File: config.mk
export PLATFORM = sky130hd
export DESIGN_NAME = fb_write_arbiter_flat
export DESIGN_NICKNAME = d
export VERILOG_FILES = /design/src/rtl/fb_write_arbiter_if.sv /design/src/rtl/fb_write_arbiter.sv /design/src/flat_wrapper.sv
export SDC_FILE = /design/constraint.sdc
export NUM_CORES = 1
export LEC_CHECK = 0
export CORE_MARGIN = 2
export CORE_UTILIZATION = 45
export DETAILED_ROUTE_END_ITERATION = 10
export HOLD_SLACK_MARGIN = 0.08
export PLACE_DENSITY = 0.84
export SLEW_MARGIN = 20
export SYNTH_ARGS = -nofsm -noshare
export SYNTH_HDL_FRONTEND = slang
export SYNTH_SLANG_ARGS = --single-unit
File: constraint.sdc
create_clock -name clk -period 4 [get_ports clk]
set_input_delay 0.6 -clock clk [delete_from_list [all_inputs] [get_ports clk]]
set_output_delay 0.6 -clock clk [all_outputs]
set_load 0.005 [all_outputs]
File: src/rtl/fb_write_arbiter_if.sv
// Write-side bus of the framebuffer arbiter: CPU write handshake, clear
// control/status and the merged registered framebuffer write port.
interface fb_wr_if #(
    parameter int ADDR_W = 12,
    parameter int DATA_W = 8
);
    logic              cpu_valid;
    logic [ADDR_W-1:0] cpu_addr;
    logic [DATA_W-1:0] cpu_data;
    logic              cpu_ready;
    logic              clear_start;
    logic [DATA_W-1:0] clear_value;
    logic              clear_busy;
    logic              clear_done;
    logic [ADDR_W-1:0] fb_addr;
    logic [DATA_W-1:0] fb_data;
    logic              fb_we;

    modport slave (
        input  cpu_valid, cpu_addr, cpu_data, clear_start, clear_value,
        output cpu_ready, clear_busy, clear_done, fb_addr, fb_data, fb_we
    );

    modport master (
        output cpu_valid, cpu_addr, cpu_data, clear_start, clear_value,
        input  cpu_ready, clear_busy, clear_done, fb_addr, fb_data, fb_we
    );
endinterface

File: src/rtl/fb_write_arbiter.sv
// Merges a 2-deep CPU write FIFO and a framebuffer clear sweep onto one
// registered write port. Define FB_CLEAR_EN to build the clear engine.
module fb_write_arbiter #(
    parameter int ADDR_W   = 12,
    parameter int DATA_W   = 8,
    parameter int FB_DEPTH = 4096
) (
    input  logic   clk,
    input  logic   rst,
    fb_wr_if.slave bus
);
    typedef struct packed {
        logic [ADDR_W-1:0] addr;
        logic [DATA_W-1:0] data;
    } wr_t;

    wr_t        fifo_q [2];
    wr_t        fifo_d [2];
    logic       wr_ptr_q, wr_ptr_d;
    logic       rd_ptr_q, rd_ptr_d;
    logic [1:0] cnt_q, cnt_d;
    wr_t        out_q, out_d;
    logic       we_q, we_d;
    logic       push, pop, cpu_pend;
    logic       gnt_cpu, gnt_clr;
    wr_t        clr_wr;

    // Ready looks only at registered occupancy, so a full FIFO stalls the CPU
    // for a cycle even when the head is being drained.
    assign bus.cpu_ready = ~rst & (cnt_q != 2'd2);
    assign push          = bus.cpu_valid & bus.cpu_ready;
    assign pop           = gnt_cpu;
    assign cpu_pend      = (cnt_q != 2'd0);

    always_comb begin
        fifo_d   = fifo_q;
        wr_ptr_d = wr_ptr_q;
        rd_ptr_d = rd_ptr_q;
        cnt_d    = cnt_q;
        if (push) begin
            fifo_d[wr_ptr_q] = '{addr: bus.cpu_addr, data: bus.cpu_data};
            wr_ptr_d         = ~wr_ptr_q;
        end
        if (pop) rd_ptr_d = ~rd_ptr_q;
        case ({push, pop})
            2'b10:   cnt_d = cnt_q + 2'd1;
            2'b01:   cnt_d = cnt_q - 2'd1;
            default: cnt_d = cnt_q;
        endcase
    end

`ifdef FB_CLEAR_EN
    localparam logic [0:0]        IDLE      = 1'b0;
    localparam logic [0:0]        SWEEP     = 1'b1;
    localparam logic [ADDR_W-1:0] LAST_ADDR = ADDR_W'(FB_DEPTH - 1);

    logic [0:0]        state_q, state_d;
    logic [ADDR_W-1:0] caddr_q, caddr_d;
    logic [DATA_W-1:0] cval_q, cval_d;
    logic              last_clr_q, last_clr_d;
    logic              done_q, done_d;
    logic              clr_pend;

    // Round robin: when both sources are pending, the one not served last wins.
    assign clr_pend = (state_q == SWEEP);
    assign gnt_cpu  = cpu_pend & (~clr_pend | last_clr_q);
    assign gnt_clr  = clr_pend & (~cpu_pend | ~last_clr_q);
    assign clr_wr   = '{addr: caddr_q, data: cval_q};

    always_comb begin
        state_d    = state_q;
        caddr_d    = caddr_q;
        cval_d     = cval_q;
        last_clr_d = last_clr_q;
        done_d     = 1'b0;
        if (gnt_cpu) last_clr_d = 1'b0;
        if (gnt_clr) last_clr_d = 1'b1;
        case (state_q)
            IDLE: begin
                if (bus.clear_start) begin
                    state_d = SWEEP;
                    caddr_d = '0;
                    cval_d  = bus.clear_value;
                end
            end
            default: begin
                if (gnt_clr) begin
                    caddr_d = caddr_q + ADDR_W'(1);
                    if (caddr_q == LAST_ADDR) begin
                        state_d = IDLE;
                        done_d  = 1'b1;
                    end
                end
            end
        endcase
    end

    always_ff @(posedge clk) begin
        if (rst) begin
            state_q    <= IDLE;
            caddr_q    <= '0;
            cval_q     <= '0;
            last_clr_q <= 1'b1;
            done_q     <= 1'b0;
        end else begin
            state_q    <= state_d;
            caddr_q    <= caddr_d;
            cval_q     <= cval_d;
            last_clr_q <= last_clr_d;
            done_q     <= done_d;
        end
    end

    // done_q lines up with the final write on fb_*, so busy covers that cycle too.
    assign bus.clear_busy = clr_pend | done_q;
    assign bus.clear_done = done_q;
`else
    logic unused_clear;

    assign gnt_cpu        = cpu_pend;
    assign gnt_clr        = 1'b0;
    assign clr_wr         = '0;
    assign bus.clear_busy = 1'b0;
    assign bus.clear_done = 1'b0;
    assign unused_clear   = ^{bus.clear_start, bus.clear_value} ^ (FB_DEPTH > 0);
`endif

    always_comb begin
        we_d  = gnt_cpu | gnt_clr;
        out_d = out_q;
        if (gnt_cpu)      out_d = fifo_q[rd_ptr_q];
        else if (gnt_clr) out_d = clr_wr;
    end

    always_ff @(posedge clk) begin
        if (rst) begin
            fifo_q[0] <= '0;
            fifo_q[1] <= '0;
            wr_ptr_q  <= 1'b0;
            rd_ptr_q  <= 1'b0;
            cnt_q     <= 2'd0;
            out_q     <= '0;
            we_q      <= 1'b0;
        end else begin
            fifo_q    <= fifo_d;
            wr_ptr_q  <= wr_ptr_d;
            rd_ptr_q  <= rd_ptr_d;
            cnt_q     <= cnt_d;
            out_q     <= out_d;
            we_q      <= we_d;
        end
    end

    assign bus.fb_addr = out_q.addr;
    assign bus.fb_data = out_q.data;
    assign bus.fb_we   = we_q;
endmodule

File: src/flat_wrapper.sv
// flat-port wrapper written by rule: the top's interface ports become plain ports
module fb_write_arbiter_flat 
#(
    parameter int ADDR_W   = 12,
    parameter int DATA_W   = 8,
    parameter int FB_DEPTH = 4096
)
  (clk, rst, bus_cpu_valid, bus_cpu_addr, bus_cpu_data, bus_clear_start, bus_clear_value, bus_cpu_ready, bus_clear_busy, bus_clear_done, bus_fb_addr, bus_fb_data, bus_fb_we);
  fb_wr_if #(.ADDR_W(ADDR_W), .DATA_W(DATA_W)) bus_i ();
  input  logic clk;
  input  logic rst;
  input wire logic [$bits(bus_i.cpu_valid)-1:0] bus_cpu_valid;
  input wire logic [$bits(bus_i.cpu_addr)-1:0] bus_cpu_addr;
  input wire logic [$bits(bus_i.cpu_data)-1:0] bus_cpu_data;
  input wire logic [$bits(bus_i.clear_start)-1:0] bus_clear_start;
  input wire logic [$bits(bus_i.clear_value)-1:0] bus_clear_value;
  output wire logic [$bits(bus_i.cpu_ready)-1:0] bus_cpu_ready;
  output wire logic [$bits(bus_i.clear_busy)-1:0] bus_clear_busy;
  output wire logic [$bits(bus_i.clear_done)-1:0] bus_clear_done;
  output wire logic [$bits(bus_i.fb_addr)-1:0] bus_fb_addr;
  output wire logic [$bits(bus_i.fb_data)-1:0] bus_fb_data;
  output wire logic [$bits(bus_i.fb_we)-1:0] bus_fb_we;
  assign bus_i.cpu_valid = bus_cpu_valid;
  assign bus_i.cpu_addr = bus_cpu_addr;
  assign bus_i.cpu_data = bus_cpu_data;
  assign bus_i.clear_start = bus_clear_start;
  assign bus_i.clear_value = bus_clear_value;
  assign bus_cpu_ready = bus_i.cpu_ready;
  assign bus_clear_busy = bus_i.clear_busy;
  assign bus_clear_done = bus_i.clear_done;
  assign bus_fb_addr = bus_i.fb_addr;
  assign bus_fb_data = bus_i.fb_data;
  assign bus_fb_we = bus_i.fb_we;
  fb_write_arbiter #(.ADDR_W(ADDR_W), .DATA_W(DATA_W), .FB_DEPTH(FB_DEPTH)) u_core (.clk(clk), .rst(rst), .bus(bus_i));
endmodule
==> results of run 1 <==
==> cells in the mapped netlist (all sizes together) <==
cell	count	area, um2
o311ai	40	350
a21oi	2	10.0
or3	1	6.26
ha	1	12.5
nor2b	2	17.5
nor3	1	5.00
xor2	2	17.5
o21ai	42	210
nand2b	1	6.26
nand2	21	78.8
nor2	4	15.0
nand3	1	5.00
inv	25	93.8
conb	1	3.75
o31ai	20	150
xnor2	1	8.76
mux2i	20	200
clkbuf	13	52.6
buf	20	119
dfxtp	65	1300
a21o	1	7.51
==> flip-flops by register name, indices dropped and copies added, names as in the netlist <==
register / count
u_core.fifo_q: 40
u_core.bus.fb_addr: 12
u_core.bus.fb_data: 8
u_core.cnt_q: 2
u_core.bus.fb_we: 1
u_core.rd_ptr_q: 1
u_core.wr_ptr_q: 1
==> cell families after synthesis <==
group | count (synthesis)
mux | 20
buf+inv | 58
fa+ha+maj | 1
xor+xnor | 3
compound gates | 105
simple gates | 31
other cells | 1
flops | 65
==> cell usage in the layout (no fill, tap or decap) <==
cell             instances
dfxtp_1                 65
clkdlybuf4s50_1         44
o311ai_1                39
o21ai_1                 25
inv_1                   23
nand2_1                 21
o31ai_1                 20
mux2i_1                 20
o21ai_0                 17
clkbuf_8                10
buf_4                    7
nor2_1                   4
clkbuf_1                 3
nor2b_2                  2
inv_2                    2
a21oi_1                  2
xor2_1                   2
conb_1                   2
clkinv_2                 2
nand2b_1                 1
nand3_1                  1
nor3_2                   1
a21o_1                   1
o311ai_0                 1
xnor2_1                  1
or3_1                    1
ha_1                     1
bufinv_16                1
==> worst max-delay path, cell delays in order <==
cell	delay (ns)
clkdlybuf4s50_1	0.57
nor2_1	0.16
clkdlybuf4s50_1	0.51
==> report_power, final <==
group          internal, uW  switching (uW)  leakage (uW)
Sequential              728            70.4      0.000529
Combinational           173             195      0.000589
Clock                   304             235     0.0000974
==> final cells by class <==
class / instances / share of cell area
clock buffer: 13 / 0.0453
clock inverter: 3 / 0.0122
inverter: 25 / 0.0286
multi-input combinational: 162 / 0.339
sequential: 65 / 0.396
tap: 75 / 0.0286
timing repair buffer: 51 / 0.150
==> routing by layer <==
metal / share of wire / global-route usage
met5: 0 / 0
met2: 0.50 / 0.331
met4: 0.016 / 0.0915
met3: 0.038 / 0.0456
met1: 0.45 / 0.236
==> per-stage QoR <==
stage / std cells / power (uW) / setup WS (ns) / instance area (um2) / hold WS (ns)
after CTS: 394 / 1710 / 1.54 / 3280 / 0.455
after global routing: 394 / 1800 / 1.50 / 3280 / 0.475
after floorplan: 285 / 1040 / 2.00 / 2680 / 0.445
after detailed placement: 378 / 1180 / 1.37 / 3100 / 0.443
after global placement: 378 / 1170 / 1.39 / 3100 / 0.436
final: 394 / 1710 / 1.55 / 3280 / 0.449
==> how the worst max path moves through the flow <==
| stage | start | endpoint | slack [ns] | cells past startpoint |
|---|---|---|---|---|
| final | rst | bus_cpu_ready | 1.55 | 3 |
| after global routing | rst | bus_cpu_ready | 1.50 | 3 |
| after CTS | rst | bus_cpu_ready | 1.54 | 3 |
| after detailed placement | rst | u_core.bus.fb_data[0] | 1.37 | 6 |
| after global placement | rst | u_core.bus.fb_data[2] | 1.39 | 6 |
| after floorplan | rst | u_core.cnt_q[1] | 2.00 | 7 |
==> out/metrics.csv, run 1 <==
stage;metric;value;unit
cts;holdBufCountCts;0;
drt;avgViaCountPerCell;5.61;
global_route;grt_pass1_wl;9840;um
place;routabilityCongestion;0.705;
cts;cts_buffers;9;
sta;hold_viol;0;
global_route;grt-ovfl-total;0;
hold_path;hold_end;u_core.bus.fb_addr[7];
hold_path;min_delay_path_depth;2;
floorplanning;io_pins;56;
synth;ys_types;28;
global_route;grt_pass1_vias;2124;
synth;synth_top_family_by_area;compound AO/OA/AOI/OAI gates;
cts;cts_root_buf;clkbuf_8;
cells_and_area;seqCellArea;1300;um2
cells_and_area;final_nets;347;
cts;cts_resized;0;
sta;fin_crit_sh;0.612;
synth;yosys.area_share.adder;0.00468;
drt;drtIter0Drc;245;
drt;route.final.wire_length;5870;um
place;port_buffers;44;
sta;min_period;2.45;ns
drt;final_antenna_net_count;0;
synth;synth_xor_area_frac;0.00984;
cts;clk_pin_slew_worst_paths;0.07;ns
run_status;status;complete, no violations;
floorplanning;rows;28;
cts;clkSinkCount;65;
floorplanning;die_area;6570;um2
pwr;ir_drop;0.233;mV
floorplanning;dieWidth;81.0;um
place;dpl.hpwl;3550;um
floorplanning;start_util;0.459;
cts;cts_setup_buffers;0;
cts;clk_latency;0.34;ns
worst_setup_path;cp.arrival;1.85;ns
floorplanning;core;5820;um2
cts;cts_tree;done;
sta;setup-violations-final;0;
worst_setup_path;crit_type;primary input to primary output;
flow_run;cap_viol_max_count;0;
sta;worstMarginPinSlew;0.966;ns
synth;synth_seq_cells;65;
worst_setup_path;r2r_start;u_core.wr_ptr_q;
global_route;track_usage;0.196;
global_route;antenna_found_initial;0;
drt;num_vias;2209;
hold_path;hp-class;register to register;
sta;rsz0062_at_grt;false;
global_route;grt_max_degree;42;
worst_setup_path;r2r_slack;2.09;ns
pwr;p_per_area;519;nW/um2
drt;wire_per_inst;14.9;um
pwr;leakage;0.00122;uW
cells_and_area;fillCellCount;516;
hold_path;hp-start;u_core.bus.fb_addr[7];
synth;postSynthCellCount;284;
cells_and_area;final_layout_size_suffix_gt1_frac;0.0784;
cells_and_area;utilization;0.565;
cts;clockBufferDepth;2;
cells_and_area;multiInputGateArea;1110;um2
synth;ys_seq_area_frac;0.487;
cells_and_area;diodes;0;
synth;syn_avg_cell_area;9.41;um2
sta;fmax;409;MHz
cells_and_area;areaGrowthSynthToFinish;23.0;%
floorplanning;die_h;81.0;um
synth;yosys_warnings;0;
worst_setup_path;worstRegToRegCells;3;
sta;clock-skew-final;0.00822;ns
worst_setup_path;crit_required;3.40;ns
sta;relSlewSlack;0.354;
synth;synth_mux_area_frac;0.0749;
worst_setup_path;worstPathMaxFanout;8;
worst_setup_path;cp-end-kind;primary output;
worst_setup_path;rr_endpoint;u_core.fifo_q[39];
synth;synth_compound_area_frac;0.273;
synth;yosys.area_share.simple;0.0501;
worst_setup_path;critPathLaunchType;primary input;
cts;cts_max_level;3;
synth;synth_area;2670;um2
drt;drt_pass1_iterations;4;
drt;drc;0;
sta;finalMaxSlewViolations;0;
sta;tns;0;ns
Note: power is estimated with default switching activity, not from simulation.
==> run 2: changes to the inputs <==
- PLACE_DENSITY: 0.84 -> 0.87
- clock period: 4 -> 2.1 ns (I/O delays scaled with it)
==> out/metrics.csv, run 2 (synthesis gave the netlist of run 1 again) <==
stage;metric;value;unit;change
run_status;status;complete, no violations;;
cts;clkSinkCount;65;;unchanged
cells_and_area;layout_commonest_cell;dfxtp_1;;
place;port_buffers;44;;unchanged
global_route;antenna_found_initial;0;;unchanged
worst_setup_path;crit_slowest_cell;clkdlybuf4s50_1;;
global_route;track_usage;0.205;;+0.00948
floorplanning;die_area;6570;um2;unchanged
worst_setup_path;worstPathMaxFanout;7;;-1
drt;drt_pass1_iterations;4;;unchanged
cts;cts_root_buf;clkbuf_8;;
sta;relSlewSlack;0.541;;+0.187
worst_setup_path;crit_start;u_core.cnt_q[0];;
flow_run;cap_viol_max_count;0;;unchanged
cells_and_area;regMostFlops;u_core.fifo_q;;
sta;tns;0;ns;unchanged
global_route;grt_pass1_vias;2105;;-0.89%
place;routabilityCongestion;0.720;;+2.2%
cts;cts_buffers;9;;unchanged
sta;fin_crit_sh;0.881;;
drt;num_vias;2269;;+2.7%
worst_setup_path;critPathMaxStageDelay;0.51;ns;-0.06 ns
floorplanning;io_pins;56;;unchanged
sta;rsz0062_at_grt;false;;
drt;drc;0;;unchanged
worst_setup_path;worst-path-buf-inv;1;;-1
cts;clockBufferDepth;2;;unchanged
drt;wire_per_inst;15.8;um;+5.8%
sta;layout_setup_ws;0.249;ns;-1.30 ns
sta;clock-skew-final;0.0101;ns;+0.00184 ns
cts;cts_tree;done;;
cells_and_area;areaGrowthSynthToFinish;25.8;%;
pwr;p_per_area;1000;nW/um2;+93%
worst_setup_path;rr_endpoint;u_core.cnt_q[1];;
worst_setup_path;cp.arrival;1.54;ns;-0.31 ns
cells_and_area;final_nets;353;;+1.7%
pwr;finalPower;3360;uW;+97%
drt;avgViaCountPerCell;5.67;;+1.2%
worst_setup_path;r2r_start;u_core.cnt_q[0];;
worst_setup_path;critical-path-top-delay-family;buffers and inverters;;
cts;cts_resized;0;;unchanged
drt;route.final.wire_length;6310;um;+7.5%
global_route;grt_max_degree;43;;+2.4%
worst_setup_path;worstSetupEndpoint;bus_cpu_ready;;
sta;worstMarginPinSlew;0.687;ns;-0.279 ns
cells_and_area;final_layout_size_suffix_gt1_frac;0.0954;;+0.0170
global_route;top_usage_layer;met2;;
cells_and_area;largest_register_ffs;40;;unchanged
floorplanning;core;5820;um2;unchanged
cells_and_area;diodes;0;;unchanged
global_route;grt-ovfl-total;0;;unchanged
worst_setup_path;critPathLaunchType;register;;
worst_setup_path;crit_required;1.78;ns;-1.62 ns
place;post-place-ws;0.139;ns;-1.23 ns
floorplanning;die_h;81.0;um;unchanged
cells_and_area;mostFrequentLayoutCells;65 x dfxtp_1, 44 x clkdlybuf4s50_1, 39 x o311ai_1, 25 x o21ai_1, 24 x inv_1;;
cts;clk_latency;0.35;ns;about the same
sta;fmax;540;MHz;
worst_setup_path;crit_type;register to primary output;;
hold_path;min_delay_path_depth;2;;unchanged
place;dpl.hpwl;3950;um;+11%
sta;finalMaxSlewViolations;0;;unchanged
cts;clk_pin_slew_worst_paths;0.06;ns;about the same
global_route;met1_usage;0.265;;+0.0293
global_route;grt_pass1_wl;10300;um;+4.4%
global_route;grtUsageMet3;0.0300;;-0.0156
floorplanning;rows;28;;unchanged
floorplanning;start_util;0.459;;unchanged
worst_setup_path;critical_path_cell_count;3;;unchanged
cts;cts_max_level;3;;unchanged
pwr;leakage;0.00126;uW;+3.6%
worst_setup_path;cp_cell_sequence;nor2b_2, nor2_1, clkdlybuf4s50_1;;
drt;final_antenna_net_count;0;;unchanged
sta;min_period;1.85;ns;
pwr;ir_drop;0.401;mV;+72%
global_route;grt_use_met2;0.326;;-0.00496
cts;holdBufCountCts;0;;unchanged
drt;drtIter0Drc;273;;+11%
worst_setup_path;cp-end-kind;primary output;;
floorplanning;dieWidth;81.0;um;unchanged
hold_path;hp-class;register to register;;
cts;cts_setup_buffers;0;;unchanged
sta;setup-violations-final;0;;unchanged
worst_setup_path;r2r_slack;0.43;ns;-1.66 ns
sta;hold_viol;0;;unchanged
worst_setup_path;worstRegToRegCells;5;;+2
==> run 2: cell types whose count changed in the layout (fill, tap and decap cells not counted), sizes merged <==
| cell | previous run | this run |
|---|---|---|
| buf | 7 | 13 |
| clkinv | 2 | 1 |
| clkbuf | 13 | 14 |
==> run 2: cell type report <==
cell class,instances,area (um2)
Clock inverter,2,35.0
Timing Repair Buffer,57,551
Inverter,25,93.8
Fill cell,505,2450
Tap cell,75,93.8
Clock buffer,14,173
Sequential cell,65,1300
Multi-Input combinational cell,162,1110
==> run 2: where the power goes <==
group / switching (uW) / internal (uW)
clock: 461 / 645
sequential: 117 / 1390
combinational: 405 / 347
==> run 2: stage by stage <==
step | hold WS, ns | util | std cells | cell area, um2
after global placement | 0.438 | 0.542 | 384 | 3150
after CTS | 0.452 | 0.578 | 400 | 3360
after detailed placement | 0.443 | 0.542 | 384 | 3150
final | 0.447 | 0.578 | 400 | 3360
after floorplan | 0.445 | - | 285 | 2680
after global routing | 0.473 | 0.578 | 400 | 3360
==> run 2: worst min path at each step <==
stage / from / end
2_1_floorplan: u_core.bus.fb_addr[2] / u_core.bus.fb_addr[2]
3_3_place_gp: u_core.bus.fb_addr[7] / u_core.bus.fb_addr[7]
3_5_place_dp: u_core.bus.fb_addr[7] / u_core.bus.fb_addr[7]
4_1_cts: u_core.bus.fb_addr[7] / u_core.bus.fb_addr[7]
5_1_grt: u_core.bus.fb_addr[6] / u_core.bus.fb_addr[6]
6_report: u_core.bus.fb_addr[7] / u_core.bus.fb_addr[7]
==> run 2: worst register-to-register path: cells and delay by family (launching register included) <==
kind	cells	cell delay, ns
flip-flops	1	0.49
AND/OR/NAND/NOR	3	0.65
AO/OA/AOI/OAI	1	0.13
adder cells (fa/ha/maj)	1	0.33
==> run 2: routing by layer <==
metal / part of all wire / routed length [um]
met5: 0 / 0
met4: 0.029 / 182
met3: 0.029 / 184
met2: 0.50 / 3160
met1: 0.44 / 2780
==> run 3: changes to the inputs <==
- clock period: 2.1 -> 1.62 ns (I/O delays scaled with it)
==> out/metrics.csv, run 3 (synthesis gave the netlist of run 1 again) <==
stage;metric;value;unit;change
run_status;status;complete, no violations;;
place;routabilityCongestion;0.816;;+13%
sta;layout_setup_ws;0.0864;ns;-0.163 ns
cells_and_area;diodes;0;;unchanged
worst_setup_path;cp-end-kind;register;;
worst_setup_path;worstRegToRegCells;5;;unchanged
cells_and_area;layout_commonest_cell;dfxtp_1;;
floorplanning;rows;28;;unchanged
global_route;grt_pass1_vias;2170;;+3.1%
drt;route.final.wire_length;6150;um;-2.5%
cts;cts_resized;3;;+3
cts;clkSinkCount;65;;unchanged
sta;setup-violations-final;0;;unchanged
cts;cts_root_buf;clkbuf_8;;
floorplanning;core;5820;um2;unchanged
worst_setup_path;cp_cell_sequence;clkdlybuf4s50_1, nor2b_4, nand2_2, ha_1, or3_1, a21oi_1;;
sta;finalMaxSlewViolations;0;;unchanged
drt;drc;0;;unchanged
place;placed_cell_area;3240;um2;+2.6%
cells_and_area;final_layout_size_suffix_gt1_frac;0.116;;+0.0205
worst_setup_path;critical-path-top-delay-family;simple AND/OR/NAND/NOR gates;;
place;dpl.hpwl;3910;um;-0.87%
hold_path;hold_end;u_core.bus.fb_addr[8];;
cts;cts_buffers;9;;unchanged
drt;wire_per_inst;15.3;um;-3.2%
flow_run;cap_viol_max_count;0;;unchanged
worst_setup_path;critPathLaunchType;primary input;;
floorplanning;io_pins;56;;unchanged
cts;clockBufferDepth;2;;unchanged
drt;drt_pass1_iterations;4;;unchanged
cells_and_area;fin_area;3410;um2;+1.6%
sta;clock-skew-final;0.00801;ns;-0.00205 ns
pwr;leakage;0.00129;uW;+2.3%
global_route;grt-ovfl-total;0;;unchanged
place;post-place-ws;-0.235;ns;-0.374 ns
global_route;track_usage;0.205;;-0.000794
place;placed_cells;388;;+1.0%
floorplanning;dieWidth;81.0;um;unchanged
cts;holdBufCountCts;0;;unchanged
global_route;grt_max_degree;41;;-4.7%
drt;final_antenna_net_count;0;;unchanged
cells_and_area;areaGrowthSynthToFinish;27.8;%;
worst_setup_path;cp.arrival;1.81;ns;+0.27 ns
drt;drtIter0Drc;304;;+11%
worst_setup_path;crit_slowest_cell;clkdlybuf4s50_1;;
floorplanning;start_util;0.459;;unchanged
place;port_buffers;44;;unchanged
floorplanning;die_h;81.0;um;unchanged
hold_path;hp-start;u_core.bus.fb_addr[8];;
sta;min_period;1.53;ns;
cells_and_area;regMostFlops;u_core.fifo_q;;
worst_setup_path;crit_required;1.89;ns;+0.11 ns
hold_path;min_delay_path_depth;2;;unchanged
cells_and_area;largest_register_ffs;40;;unchanged
floorplanning;die_area;6570;um2;unchanged
sta;fmax;652;MHz;
drt;num_vias;2290;;+0.93%
cts;cts_tree;done;;
cells_and_area;final_nets;357;;+1.1%
worst_setup_path;critPathMaxStageDelay;0.48;ns;-0.03 ns
worst_setup_path;worstPathMaxFanout;3;;-4
worst_setup_path;rr_endpoint;u_core.cnt_q[1];;
worst_setup_path;worst-path-buf-inv;1;;unchanged
worst_setup_path;r2r_slack;0.12;ns;-0.31 ns
worst_setup_path;r2r_start;u_core.cnt_q[0];;
sta;fin_crit_sh;0.947;;
cts;clk_pin_slew_worst_paths;0.07;ns;about the same
sta;rsz0062_at_grt;false;;
sta;hold_viol;0;;unchanged
drt;avgViaCountPerCell;5.68;;+0.17%
global_route;grt_pass1_wl;10100;um;-1.7%
pwr;ir_drop;0.555;mV;+38%
global_route;antenna_found_initial;0;;unchanged
cts;cts_setup_buffers;0;;unchanged
cts;clk_latency;0.35;ns;about the same
cells_and_area;mostFrequentLayoutCells;63 x dfxtp_1, 43 x clkdlybuf4s50_1, 39 x o311ai_1, 25 x o21ai_1, 24 x inv_1;;
cts;cts_max_level;3;;unchanged
cells_and_area;fin_cells;403;;+0.75%
cells_and_area;utilization;0.587;;+0.00904
hold_path;hp-class;register to register;;
pwr;p_per_area;1260;nW/um2;+26%
worst_setup_path;crit_type;primary input to register;;
## run 3: cell count changes in the layout (fill, tap and decap cells not counted), moves of 2 or more
cell,change
buf_12,+3
clkbuf_8,-3
clkinv_2,+2
dfxtp_1,-2
dfxtp_2,+2
## run 3: power by group
part,leakage (uW),total [uW],internal [uW],switching (uW)
Sequential,0.000530,1910,1800,113
Combinational,0.000666,1100,522,575
Clock,0.0000929,1280,694,584
Total,0.00129,4290,3020,1270
## run 3: cell type report
type / count / area [um2]
well taps: 75 / 93.8
clock buffers: 11 / 131
inverters: 25 / 93.8
repair buffers: 61 / 617
flip-flops and latches: 65 / 1300
clock inverters: 4 / 45.0
fillers: 497 / 2400
multi-input cells: 162 / 1130
## run 3: layer usage
| metal | track usage | routed length (um) | up-vias |
|---|---|---|---|
| met5 | 0 | 0 | - |
| met3 | 0.0600 | 341 | 18 |
| met2 | 0.326 | 3140 | 81 |
| met1 | 0.251 | 2530 | 1077 |
| met4 | 0.107 | 146 | 0 |
| li1 | - | - | 1114 |
## run 3: metrics by stage
stage	setup TNS, ns	hold slack (ns)	total power, uW
after floorplan	0	0.399	2590
after global placement	-0.301	0.438	3000
after detailed placement	-0.364	0.443	3040
after CTS	0	0.455	4300
after global routing	0	0.467	4510
final	0	0.448	4290
## run 3: worst max-delay path by stage
| stage | cells past startpoint | from | to |
|---|---|---|---|
| after floorplan | 7 | u_core.cnt_q[0] | u_core.cnt_q[1] |
| after global placement | 6 | bus_cpu_valid | u_core.cnt_q[1] |
| after detailed placement | 6 | bus_cpu_valid | u_core.cnt_q[1] |
| after CTS | 4 | u_core.cnt_q[0] | bus_cpu_ready |
| after global routing | 6 | bus_cpu_valid | u_core.cnt_q[1] |
| final | 6 | bus_cpu_valid | u_core.cnt_q[1] |
## run 3: worst min-delay path: cells and delay by family, from the launching register on
kind             cells  cell delay (ns)
AO/OA/AOI/OAI        1             0.05
flip-flops           1             0.31
AND/OR/NAND/NOR      1             0.05
